<file path="src/rtl/maj3_pkg.sv">
// Shared types and helpers for the maj3_gate control path (loader and array wrapper).
package maj3_pkg;

  typedef enum logic [1:0] {
    IDLE,
    LOAD,
    COMMIT
  } state_t;

  function automatic int num_words(input int gates, input int w);
    return (gates + w - 1) / w;
  endfunction

endpackage

</file>
<file path="src/rtl/maj3_ctrl_loader.sv">
// Assembles streamed control words into a shadow register and commits the full
// configuration to the maj3_gate layer in a single edge.
module maj3_ctrl_loader
  import maj3_pkg::*;
#(
  parameter int NUM_GATES = 64,
  parameter int WORD_W    = 8
) (
  input  logic                 clk_in,
  input  logic                 rst_in,
  input  logic                 start_in,
  input  logic                 abort_in,
  input  logic [WORD_W-1:0]    word_in,
  input  logic                 word_valid_in,
  output logic                 word_ready_out,
  output logic [NUM_GATES-1:0] control_out,
  output logic                 busy_out,
  output logic                 done_out
);

  localparam int NUM_WORDS = num_words(NUM_GATES, WORD_W);
  localparam int CNT_W     = $clog2(NUM_WORDS + 1);

  state_t               state_q;
  state_t               state_d;
  logic [CNT_W-1:0]     counter;
  logic [NUM_GATES-1:0] shadow;
  logic                 handshake;
  logic                 last_word;
  logic                 commit_now;

  assign handshake  = word_valid_in && word_ready_out;
  assign last_word  = (counter == CNT_W'(NUM_WORDS - 1));
  assign commit_now = (state_q == COMMIT) && !abort_in;

  always_ff @(posedge clk_in or posedge rst_in) begin
    if (rst_in) begin
      state_q <= IDLE;
    end else begin
      state_q <= state_d;
    end
  end

  always_comb begin
    state_d        = state_q;
    word_ready_out = 1'b0;
    busy_out       = 1'b0;
    case (state_q)
      IDLE: begin
        if (start_in) begin
          state_d = LOAD;
        end
      end
      LOAD: begin
        word_ready_out = 1'b1;
        busy_out       = 1'b1;
        // abort has priority over completing the final word
        if (abort_in) begin
          state_d = IDLE;
        end else if (handshake && last_word) begin
          state_d = COMMIT;
        end
      end
      COMMIT: begin
        busy_out = 1'b1;
        state_d  = IDLE;
      end
      default: begin
        state_d = IDLE;
      end
    endcase
  end

  always_ff @(posedge clk_in or posedge rst_in) begin
    if (rst_in) begin
      counter <= '0;
    end else if ((state_q == IDLE) && start_in) begin
      counter <= '0;
    end else if (handshake) begin
      counter <= counter + 1'b1;
    end
  end

  // Each gate bit is owned by exactly one word slot; padding bits of the last word have no home.
  for (genvar g = 0; g < NUM_GATES; g++) begin : g_shadow
    always_ff @(posedge clk_in or posedge rst_in) begin
      if (rst_in) begin
        shadow[g] <= 1'b0;
      end else if (handshake && (counter == CNT_W'(g / WORD_W))) begin
        shadow[g] <= word_in[g % WORD_W];
      end
    end
  end

  always_ff @(posedge clk_in or posedge rst_in) begin
    if (rst_in) begin
      control_out <= '0;
      done_out    <= 1'b0;
    end else begin
      done_out <= commit_now;
      if (commit_now) begin
        control_out <= shadow;
      end
    end
  end

endmodule
</file>
<file path="config.mk">
export PLATFORM = sky130hd
export DESIGN_NAME = maj3_ctrl_loader
export DESIGN_NICKNAME = d
export VERILOG_FILES = /design/src/rtl/maj3_pkg.sv /design/src/rtl/maj3_ctrl_loader.sv
export SDC_FILE = /design/constraint.sdc
export NUM_CORES = 1
export LEC_CHECK = 0
export CAP_MARGIN = 20
export CORE_ASPECT_RATIO = 0.7
export CORE_UTILIZATION = 53
export DETAILED_ROUTE_END_ITERATION = 10
export PLACE_DENSITY = 0.86
export SLEW_MARGIN = 5
export SYNTH_ARGS = -nofsm -noshare
export SYNTH_HDL_FRONTEND = slang
export SYNTH_SLANG_ARGS = --single-unit
</file>
<file path="constraint.sdc">
create_clock -name clk_in -period 6.1 [get_ports clk_in]
set_input_delay 1.22 -clock clk_in [delete_from_list [all_inputs] [get_ports clk_in]]
set_output_delay 1.22 -clock clk_in [all_outputs]
set_load 0.005 [all_outputs]
</file>
### Word level (Yosys, flattened, before mapping)

Cells that the tools add are included.

* memory bits (writable): 0
* bits in latches: 0
* output and inout bits: 67
* bits in registers: 135
* ROM bits: 0
* memories kept: 0

* add/subtract/negate cells: 1
* shift-type cells: 0
* order comparisons: 0
* divide/modulo/power cells: 0
* muxes and demuxes: 8
* eq/ne operators: 11
* multipliers: 0
* reduce and logical (&&, ||, !) cells: 17
* bitwise operators: 0

Operator list (number)
* $eq 4x3->1 const B: 4
* $logic_and 1x1->1: 11
* $eq 4x2->1 const B: 2
* $mux 4: 2
* $mux 2: 3
* $add 4x1->4 const B: 1
* $eq 4x1->1 const B: 1
* $logic_not 4->1: 1
* $pmux 2 s2: 1
* $ne 3x3->1 const B: 1
* $eq 2x1->1 const B: 1
* $eq 2x2->1 const B: 1
* $logic_not 2->1: 1
* $mux 1: 2
* $ne 2x2->1 const B: 1
* $reduce_and 2->1: 1
* $reduce_bool 2->1: 1
* $reduce_or 2->1: 1
* $logic_not 1->1: 1

### Logic depth before layout (Yosys ltp)

Gate-level depths: netlist of the first run.

* depth after elaboration: 7
* depth in mapped cells: 6
* depth with buffers taken out: 5

### Worst setup path before layout of the first run

No wires, ideal clock.

* path kind: input-to-reg
* start point: in abort_in
* end point: reg control_out[0]
* arrival: 2226 ps
* path slack: 3749 ps
* setup time: 125 ps
* stages: 4
* path through: nor2b_1 > clkbuf_1 > buf_2 > mux2_2

* cells in the longest elaborated chain, start to end: 2

RTL lines
* start: declaration: line maj3_ctrl_loader.sv:12 `input logic abort_in,`
* $logic_not 1->1: line maj3_ctrl_loader.sv:34 `assign commit_now = (state_q == COMMIT) && !abort_in;`
* $logic_and 1x1->1: line maj3_ctrl_loader.sv:34
* end signal: assignment: line maj3_ctrl_loader.sv:102 `control_out <= shadow;`
* end: declaration: line maj3_ctrl_loader.sv:16 `output logic [NUM_GATES-1:0] control_out,`

No other way between the ends.
A chain may end at the register's enable or synchronous reset.

### Worst setup path in the final report of the first run

* start point: in abort_in
* end point: reg control_out[22]

The elaborated chain is that of the path after synthesis.

==> results list, run 1 <==
- The number of nets in the synthesized netlist is between 300 and 400.
- Post-synthesis instance total: 323
- Drt total wl: 10.7 mm
- The die is 85.1 um tall.
- Maximum number of pins on one net before global-route repair: 75
- Fraction of the mapped netlist area in adder cells: about 1.9%
- Final-report max-slew violation count: 0
- DIE WIDTH: 121 um
- At the end of routability-driven placement, the weighted congestion stood at roughly 0.81.
- Data required time of the worst path: 6390 ps
* Bufs and invs on worst path: 2
- Met1 usage in global routing: 31.9%
- In the final routed layout, each cell accounts on average for 19.7 um.
* Total vias in the final route: 2,999
- Share of the core filled with cells: 72.0%
* Fraction of layout instances using a drive strength above 1: 32.5%
* Complex-gate fraction of the synthesized area: less than 1%
* Proportion of synthesized area in mux cells: 27.6%
- met2 is the most crowded layer.
- Post-Synth Simple-Gate Area: 3.16%
- Dominant delay contributor by cell family on the critical path: buffers and inverters
- Critical Setup Path Class: in2reg
* Clock-pin slew on the worst setup and hold paths: roughly 50 ps
* Post-synthesis to final-layout area growth: 28.5%
- OpenSTA, run right after detailed placement, puts the worst setup slack at 2570 ps.
* Synth Area in XOR/XNOR: less than 1%
- Clock latency on the worst-skew pair, taken at its later pin, is 410 ps.
- Root Driver: clkbuf_16
- Number of primary I/O pins: 80
- The HPWL after detailed placement is 6.66 mm.
* Total Die Area: 0.0103 mm^2
- Derived from the worst setup path, the maximum achievable clock frequency is 321 MHz.
* Post-layout worst setup margin: ~3000 ps
- Post-synth cell types: 27
* Critical path endpoint category: flip-flop
* Startpoint kind of the worst setup timing path: primary input
- IR analysis of the VDD net gives a maximum drop of about 0.21 mV.
- Total congestion overflow after global routing: 0
- Across the routed clock network, the largest skew measured is 5.93 ps.
- Num rows: 29
- No sink is reached through more buffers than the 2 on the longest clock path.
* Post-CTS Resized: 0
* Number of vias per cell after detailed routing: around 5.5
- Setup repair after global routing missed its margin: false
- Global routing consumed, on the met3 layer, under 10% of the routing resources.
* Cell area after synthesis: between 0.005 and 0.006 mm^2
* Share of the cycle needed by the critical path after routing: 51.0%
* Net count reported at finish: 432
* Flop and latch count out of synthesis: 135
- Critical Path Slowest Stage Cell: nor2b_4
- Final worst path period need: between 3000 and 4000 ps
* Total of hold buffers inserted after clock tree synthesis: 0
* Setup total negative slack: 0 ps
- Placeable core region: 0.00933 mm^2
- The critical path goes through clkdlybuf4s50_1 -> nor2b_4 -> buf_4 -> mux2_2.
- The initial antenna violation count came to 0.
- Cell Pwr Density: approximately 360 mW/mm^2
* Vias in the first global route: 3,204
- Buffers placed on the I/O ports in this run total 79.
- Remaining number of nets flagged by the antenna check after routing: 0
- Global Route met2 Usage: about 35%
* Relative slew slack: 37.1%
* Effective utilization at floorplan: 56.0%
- Hold Violations, Final: 0
* Total setup violations reported at the end of the flow: 0
- Post-route DRC violation count: 0
* Maximum fanout encountered on the critical timing path: 33
- During synthesis, Yosys emitted a total of 0 warnings.
- STA puts the critical path data arrival time at 3400 ps.
- TritonCTS built the clock tree.
- For this block, the initial DRC count from the detailed router was 196.
* Power, Total: 2430 uW
- The first global-routing pass estimated 17.4 mm of wire.
- Max-cap violations in this run came to 0.
* Hold/Removal Path Class: reg2reg
* 1st-pass router iterations: 4
* Maximum level of the CTS H-tree: 4
- Clock buffers created by TritonCTS: 17
* CTS Sinks: 135
- Antenna diode count: 0
* Part of the Yosys area used for sequential elements: between 60% and 70%
- Global routing consumed, over all layers together, 23.3% of the routing resources.
* Biggest cell delay along the critical path: 750 ps
- Leakage power total: 0.00320 uW
* Slew of the pin with the lowest slew margin: 941 ps
* Status: complete, no violations
- Post-Syn Area per Cell: 16.2 um^2
- Setup Fix Bufs, Post-CTS: 0
- After synthesis, the largest family of logic cells by area is multiplexers.
-- metrics by stage --
stage                     cells  hold WS [ps]  area (um^2)
after floorplan             323           459         5220
after global placement      516           468         6140
after detailed placement    516           477         6140
after CTS                   545           488         6710
after global routing        545           501         6710
final                       545           492         6710
-- logic make-up after synthesis --
kind of cell	after synthesis
buffers and inverters	17
AND/OR/NAND/NOR	26
multiplexers	128
adder cells (fa/ha/maj)	8
AO/OA/AOI/OAI	7
flip-flops	135
XOR/XNOR	2
-- layer usage --
layer  share of wire (%)  wire length, um  vias up
met5                   0                0        -
li1                    -                -     1313
met1                  46             4950     1573
met4                 1.8              198        0
met3                 5.2              561       16
met2                  47             5010       97
-- final timing paths --
check / from / to / slack (ps) / depth (start not counted)
max: abort_in / control_out[22] / 2990 / 4
min: shadow[26] / shadow[26] / 490 / 1
max reg2reg: state_q[0] / control_out[22] / 3550 / 5
min reg2reg: shadow[26] / shadow[26] / 490 / 1
max in group asynchronous: rst_in / control_out[51] / 3580 / 3
min in group asynchronous: rst_in / control_out[13] / 1290 / 2
-- worst register-to-register path, stage by stage (launching register included) --
cell     delay, ps
dfrtp_1        390
inv_1          130
ha_1           170
nor2b_4        760
buf_4          550
mux2_2         420
-- registers in the layout, summed over array words and instances, names as in the netlist --
name,count
control_out,64
shadow,64
counter,4
state_q,2
done_out,1
-- synth_stat cells --
master / instances / share of area [%]
nor2b_1: 1 / 0.12
nand3_1: 5 / 0.48
inv_1: 5 / 0.36
o211ai_1: 1 / 0.14
clkbuf_1: 2 / 0.14
o2bb2a_1: 1 / 0.19
nor3b_1: 1 / 0.14
buf_2: 9 / 0.86
or3_1: 4 / 0.48
nand2_1: 2 / 0.14
dfrtp_1: 135 / 65
nand3_2: 1 / 0.19
nor3_4: 1 / 0.31
a21o_1: 1 / 0.14
nand2b_1: 3 / 0.36
and2_1: 1 / 0.12
buf_1: 1 / 0.072
nor2_1: 2 / 0.14
nor2_2: 4 / 0.48
ha_1: 8 / 1.9
a21oi_1: 2 / 0.19
and4b_1: 1 / 0.19
o21ai_0: 2 / 0.19
xor2_1: 1 / 0.17
mux2_1: 24 / 5.2
mux2_2: 104 / 22
xnor2_1: 1 / 0.17
-- final cells by class --
type                    instances  area (um^2)
repair buffers                 81          806
clock inverters                 4         95.1
clock buffers                  25          475
flip-flops and latches        135         3380
fillers                       572         2620
inverters                       5         23.8
well taps                     124          155
multi-input cells             171         1780
-- where the power goes --
part	internal [uW]	switching [uW]	total (uW)
clock network	657	345	1000
logic	153	133	286
registers	1050	86.0	1140
-- layout by cell type (no fill, tap or decap), drive strengths merged --
cell | Yosys | layout
o2bb2a | 1 | 1
clkinv | 0 | 1
a21oi | 2 | 2
nand3 | 6 | 6
mux2 | 128 | 128
dfrtp | 135 | 135
bufinv | 0 | 3
nor2 | 6 | 6
nor3 | 1 | 1
nor3b | 1 | 1
and2 | 1 | 1
ha | 8 | 8
inv | 5 | 5
o21ai | 2 | 2
a21o | 1 | 1
buf | 10 | 2
o211ai | 1 | 1
xor2 | 1 | 1
clkbuf | 2 | 25
and4b | 1 | 1
nand2 | 2 | 2
nand2b | 3 | 3
xnor2 | 1 | 1
or3 | 4 | 4
clkdlybuf4s50 | 0 | 79
nor2b | 1 | 1
Note: power is estimated with default switching activity, not from simulation.
==> inputs of run 2 (changes only) <==
==> constraint.sdc (replaced) <==
create_clock -name clk_in -period 3 [get_ports clk_in]
set_input_delay 0.6 -clock clk_in [delete_from_list [all_inputs] [get_ports clk_in]]
set_output_delay 0.6 -clock clk_in [all_outputs]
set_load 0.005 [all_outputs]
==> results list, run 2 (same netlist as run 1, synthesis figures left out) <==
- Final worst path period need: 2440 ps
- The die outline height is 85.1 um (unchanged).
- The clock sink count is 135 (unchanged).
* Clock-pin slew on the worst setup and hold paths: 50 ps (about the same)
- Wire length on met2: 4.67 mm (-6.9%)
- DIE WIDTH: 121 um (unchanged)
- In the layout the commonest cells are dfrtp_1, mux2_2, clkdlybuf4s50_1.
- Number of buffers between clock root and the deepest sink: 2 (unchanged)
- The per-cell via count in the routed design is 5.33 (-3.2%).
* Root Driver: clkbuf_16
- Vias in the first global route: 3,069 (-4.2%)
- Weighted congestion at the end of routability-driven global placement: 0.818 (+0.44%)
- The placeable core area came to 0.00933 mm^2 (unchanged).
- The met3 wirelength from detailed routing came to 645 um (+15%).
- Largest registers in the final layout: control_out (64), shadow (64), counter (4)
- The worst path uses 81.3% of the clock period.
- The fraction of layout cells with a size suffix above 1 came to 34.3% (+1.7 points).
- The logic gate share of total power came to 11.9% (about the same).
* Net count reported at finish: 435 (+0.69%)
- Post-synthesis to final-layout area growth: 29.4%
- Clock tree from TritonCTS: built
* Net Switching: 1180 uW (+110%)
- The count of antenna diodes in the layout is 0 (unchanged).
- Detailed router's first-iteration violation count: 133 (-32%)
* Maximum fanout encountered on the critical timing path: 8 (-76%)
- Maximum level of the CTS H-tree: 4 (unchanged)
- The initial antenna violation count is 0 (unchanged).
* Num rows: 29 (unchanged)
- Number of max-cap violations: 0 (unchanged)
* Clock buffers created by TritonCTS: 17 (unchanged)
- Total of hold buffers inserted after clock tree synthesis: 0 (unchanged)
- Internal portion of total power: 3740 uW (+100%)
- Drt total wl: 10.5 mm (-2.0%)
* GRT Total Usage: 23.0% (-0.30 points)
- Cell Pwr Density: 727 mW/mm^2 (+100%)
* Critical Setup Path Class: reg2out
- Routed metal-1 wire length: 5.10 mm (+3.0%)
- Buffers on Ports: 79 (unchanged)
- Total half-perimeter wirelength after legalization and detailed placement: 6.86 mm (+3.0%)
- The number of failing hold endpoints at the final stage came to 0 (unchanged).
- Proportion of power drawn by the clock network: 40.4% (-0.8 points)
* Remaining number of nets flagged by the antenna check after routing: 0 (unchanged)
* Hold/Removal Path Class: reg2reg
- Setup Fix Bufs, Post-CTS: 0 (unchanged)
- Total congestion overflow after global routing: 0 (unchanged)
* Fillers: 576 (+0.70%)
- Maximum number of pins on one net before global-route repair: 66 (-12%)
* First-pass GRT wire length: 17.2 mm (-1.5%)
- Post-route DRC violation count: 0 (unchanged)
- Status: complete, no violations
- Derived from the worst setup path, the maximum achievable clock frequency is just over 400 MHz.
- WL per Instance: 19.1 um (-2.9%)
* Final-report max-slew violation count: 0 (unchanged)
- The count of boundary I/O pins is 80 (unchanged).
- The final-report setup violation count was 0 (unchanged).
* Setup repair after global routing missed its margin: false
- The die outline area was 0.0103 mm^2 (unchanged).
* Total vias in the final route: 2,931 (-2.3%)
* Setup Skew: 6.05 ps (+0.125 ps)
- Reg power frac: 47.7% (+0.7 points)
- The worst path required time came to 2400 ps (-3990 ps).
- Post-CTS Resized: 0 (unchanged)
* Share of the core filled with cells: 72.5% (+0.54 points)
- Startpoint kind of the worst setup timing path: flip-flop
- The effective utilization at floorplan was 56.0% (unchanged).
- Leaving out fill and tap cells, the most frequent cell in the layout is dfrtp_1.
- The worst relative slew slack came to 58.5% (+21 points).
- Critical path endpoint category: output pin
* Top sig layer: met4
- The largest vdd supply drop is 0.422 mV (+99%).
- The clock insertion delay at the later pin of the skew report came to 410 ps (about the same).
- The transition time at the pin with the least slew margin was 622 ps (-319 ps).
* 1st-pass router iterations: 4 (unchanged)
* Share of total power consumed by net switching: 24.0% (+0.79 points)
- Leakage power total: 0.00322 uW (+0.67%)
- The total negative setup slack came to 0 ps (unchanged).
- The critical path arrival came to 1840 ps (-1560 ps).
## run 2: critical path, stage by stage, from the launching register on
cell	delay, ps
dfrtp_1	390
inv_1	110
ha_1	350
clkdlybuf4s50_1	580
## run 2: routing by layer
metal	global-route usage, %	vias to the layer above
li1	-	1323
met1	33.6	1510
met2	32.8	88
met3	7.46	10
met4	7.52	0
met5	0	-
## run 2: through the flow
step	hold WS (ps)	area [um^2]	instances	worst slack, ps	power, uW
2_1_floorplan	459	5230	323	721	2720
3_3_place_gp	473	6190	519	659	2900
3_5_place_dp	478	6190	519	605	2950
4_1_cts	493	6760	550	551	4960
5_1_grt	507	6760	550	474	5140
6_report	488	6760	550	562	4920
## run 2: path summary, 6_finish.rpt
path	from	to	slack, ps	cells after the start
max in group asynchronous	rst_in	shadow[56]	1610	3
max	state_q[1]	word_ready_out	560	3
min reg2reg	shadow[31]	shadow[31]	490	1
min	shadow[31]	shadow[31]	490	1
min in group asynchronous	rst_in	shadow[26]	630	2
max reg2reg	state_q[1]	shadow[11]	950	5
## run 2: power by group through the flow
stage                     combinational (uW)  clock, uW  sequential [uW]
after global routing                     650       2110             2380
final                                    584       1990             2350
after floorplan                          439          0             2280
after CTS                                592       2030             2340
after detailed placement                 583          0             2370
after global placement                   546          0             2350
## run 2: area by class of cell
| class | count | area, um^2 | share of cell area, % |
|---|---|---|---|
| clock buffer | 22 | 474 | 7.01 |
| clock inverter | 9 | 100 | 1.48 |
| inverter | 5 | 22.5 | 0.333 |
| multi-input combinational | 171 | 1780 | 26.3 |
| sequential | 135 | 3380 | 50.0 |
| tap | 124 | 155 | 2.30 |
| timing repair buffer | 84 | 853 | 12.6 |
==> inputs of run 3 (changes only) <==
==> constraint.sdc (replaced) <==
create_clock -name clk_in -period 2.4 [get_ports clk_in]
set_input_delay 0.48 -clock clk_in [delete_from_list [all_inputs] [get_ports clk_in]]
set_output_delay 0.48 -clock clk_in [all_outputs]
set_load 0.005 [all_outputs]
==> results list, run 3 (same netlist as run 1, synthesis figures left out) <==
- The flow ran to the end, and the final reports show no timing, DRC or antenna violations.
* Final-report max-slew violation count: 0 (unchanged)
- Num rows: 29 (unchanged)
- The worst path required time is 1920 ps (-480 ps).
- The maximum fanout encountered on the critical timing path is 8 (unchanged).
- Non-filler instance count after layout: 549 (-0.18%)
* Remaining number of nets flagged by the antenna check after routing: 0 (unchanged)
* Buffers on Ports: 79 (unchanged)
- Most frequent cells in the layout: dfrtp_1, mux2_2, clkdlybuf4s50_1
* Post-DP Area: 0.00621 mm^2 (+0.45%)
- The final-report setup violation count was 0 (unchanged).
* Number of primary I/O pins: 80 (unchanged)
* Antenna diode count: 0 (unchanged)
* Most common cell after layout, fill and taps aside: dfrtp_1
- The maximum number of pins on one net before global-route repair came to 66 (unchanged).
- The die outline area is 0.0103 mm^2 (unchanged).
- Hold/Removal Path Class: in2async
- The DRC violation total after the first TritonRoute iteration was 148 (+11%).
* Setup repair after global routing missed its margin: false
- The clock skew came to 7.20 ps (+1.15 ps).
* Clock tree from TritonCTS: built
* Slew of the pin with the lowest slew margin: 578 ps (-44.0 ps)
* Share of the cycle needed by the critical path after routing: 96.3%
- First-pass GRT wire length: 17.2 mm (about the same)
- The detail-routed net length per standard cell was 18.8 um (-1.4%).
- The DRC violation count after routing was 0 (unchanged).
- The largest vdd supply drop is 0.550 mV (+30%).
- Critical Setup Path Class: reg2out
- The total negative setup slack was 0 ps (unchanged).
* Biggest cell delay along the critical path: 580 ps (about the same)
* Total of hold buffers inserted after clock tree synthesis: 0 (unchanged)
* Total congestion overflow after global routing: 0 (unchanged)
* Latest clock arrival within the worst-skew pair: 400 ps (about the same)
- The total of fill cells in the finished design is 605 (+5.0%).
* Vias in the first global route: 3,104 (+1.1%)
* Critical Path Slowest Stage Cell: clkdlybuf4s50_1
- DIE WIDTH: 121 um (unchanged)
* 1st-pass router iterations: 4 (unchanged)
* Largest registers in the final layout: control_out (64), shadow (64), counter (4)
- GRT Total Usage: 22.8% (-0.24 points)
- The number of placed cells counting well taps is 521 (+0.39%).
* Drt total wl: 10.3 mm (-1.6%)
* Root Driver: clkbuf_16
- Clock-pin slew on the worst setup and hold paths: 50 ps (about the same)
* Y dimension of the die: 85.1 um (unchanged)
- Total area of multi-input combinational cells: 0.00178 mm^2 (unchanged)
- The number of buffers inserted by post-CTS setup repair was 0 (unchanged).
- The post-route cell area is 0.00678 mm^2 (+0.22%).
- The worst relative slew slack was 61.4% (+2.9 points).
- The number of failing hold endpoints at the final stage was 0 (unchanged).
- The fraction of layout cells with a size suffix above 1 was 33.9% (-0.39 points).
- The worst setup path is captured at an output pin.
* Startpoint kind of the worst setup timing path: flip-flop
* Antenna violations before repair: 0 (unchanged)
- The standby leakage power came to 0.00323 uW (+0.41%).
* Maximum level of the CTS H-tree: 4 (unchanged)
- The critical path arrival was 1830 ps (about the same).
- Clock buffers created by TritonCTS: 17 (unchanged)
- Sequence of cells on the critical path: inv_1 -> ha_1 -> clkdlybuf4s50_1
- Total vias in the final route: 2,966 (+1.2%)
- Post-CTS Resized: 0 (unchanged)
* Number of buffers between clock root and the deepest sink: 2 (unchanged)
- The register cell area after layout is 0.00338 mm^2 (unchanged).
- The final weighted congestion in routability-driven placement was 0.834 (+2.0%).
* Cell Pwr Density: 904 mW/mm^2 (+24%)
- Post-synthesis to final-layout area growth: 29.7%
- Number of vias per cell after detailed routing: 5.40 (+1.4%)
- The worst path in the final design needs a cycle of 2310 ps, including I/O delays and setup.
- The placeable core area came to 0.00933 mm^2 (unchanged).
- The worst hold margin is 488 ps (-0.0700 ps).
- Net count reported at finish: 437 (+0.46%)
* Effective utilization at floorplan: 56.0% (unchanged)
- Number of max-cap violations: 0 (unchanged)
- Total half-perimeter wirelength after legalization and detailed placement: 6.68 mm (-2.6%)
- CTS Sinks: 135 (unchanged)
* Maximum operating frequency: 433 MHz
- Power, Total: 6120 uW (+24%)
[run 3: changes by cell type in the layout (fill, tap and decap cells not counted)]
cell        before  now
clkbuf_8         3    4
clkbuf_1         2    3
buf_12           2    3
clkinvlp_4       3    1
clkinv_2         5    2
buf_4            3    4
[run 3: final cells by class]
class	count	share of cell area, %
flip-flops and latches	135	49.9
multi-input cells	171	26.2
repair buffers	86	13.0
clock buffers	24	7.26
well taps	124	2.29
clock inverters	4	1.03
inverters	5	0.332
[run 3: worst paths after layout]
path                              endpoint  slack, ps        from  depth (start not counted)
max                         word_ready_out         90  state_q[1]                          3
min                        control_out[29]        490      rst_in                          2
max reg2reg                     shadow[26]        360  state_q[1]                          5
min reg2reg                     shadow[31]        490  shadow[31]                          1
max in group asynchronous       shadow[61]       1240      rst_in                          3
min in group clk_in             shadow[31]        490  shadow[31]                          1
[run 3: layer usage]
| metal | global-route usage, % | share of wire, % | vias to the layer above |
|---|---|---|---|
| li1 | - | - | 1319 |
| met1 | 31.8 | 47 | 1550 |
| met2 | 33.6 | 46 | 83 |
| met3 | 7.59 | 6.0 | 14 |
| met4 | 7.97 | 1.1 | 0 |
| met5 | 0 | 0 | - |
[run 3: stage by stage]
stage / utilization (%) / setup WS (ps)
after global placement: 66.6 / 207
after global routing: 72.7 / 11.2
after floorplan: - / 241
after detailed placement: 66.6 / 128
final: 72.7 / 88.3
after CTS: 72.7 / 83.7
[run 3: report_power, final]
group          total [uW]  switching (uW)  internal (uW)  leakage [uW]
clock                2480             864           1610      0.000278
sequential           2920             242           2680       0.00183
combinational         721             325            396       0.00112
[run 3: worst max-delay path: cells and delay by family, from the launching register on]
family	cells	cell delay, ps
flops	1	390
fa+ha+maj	1	350
buf+inv	2	690
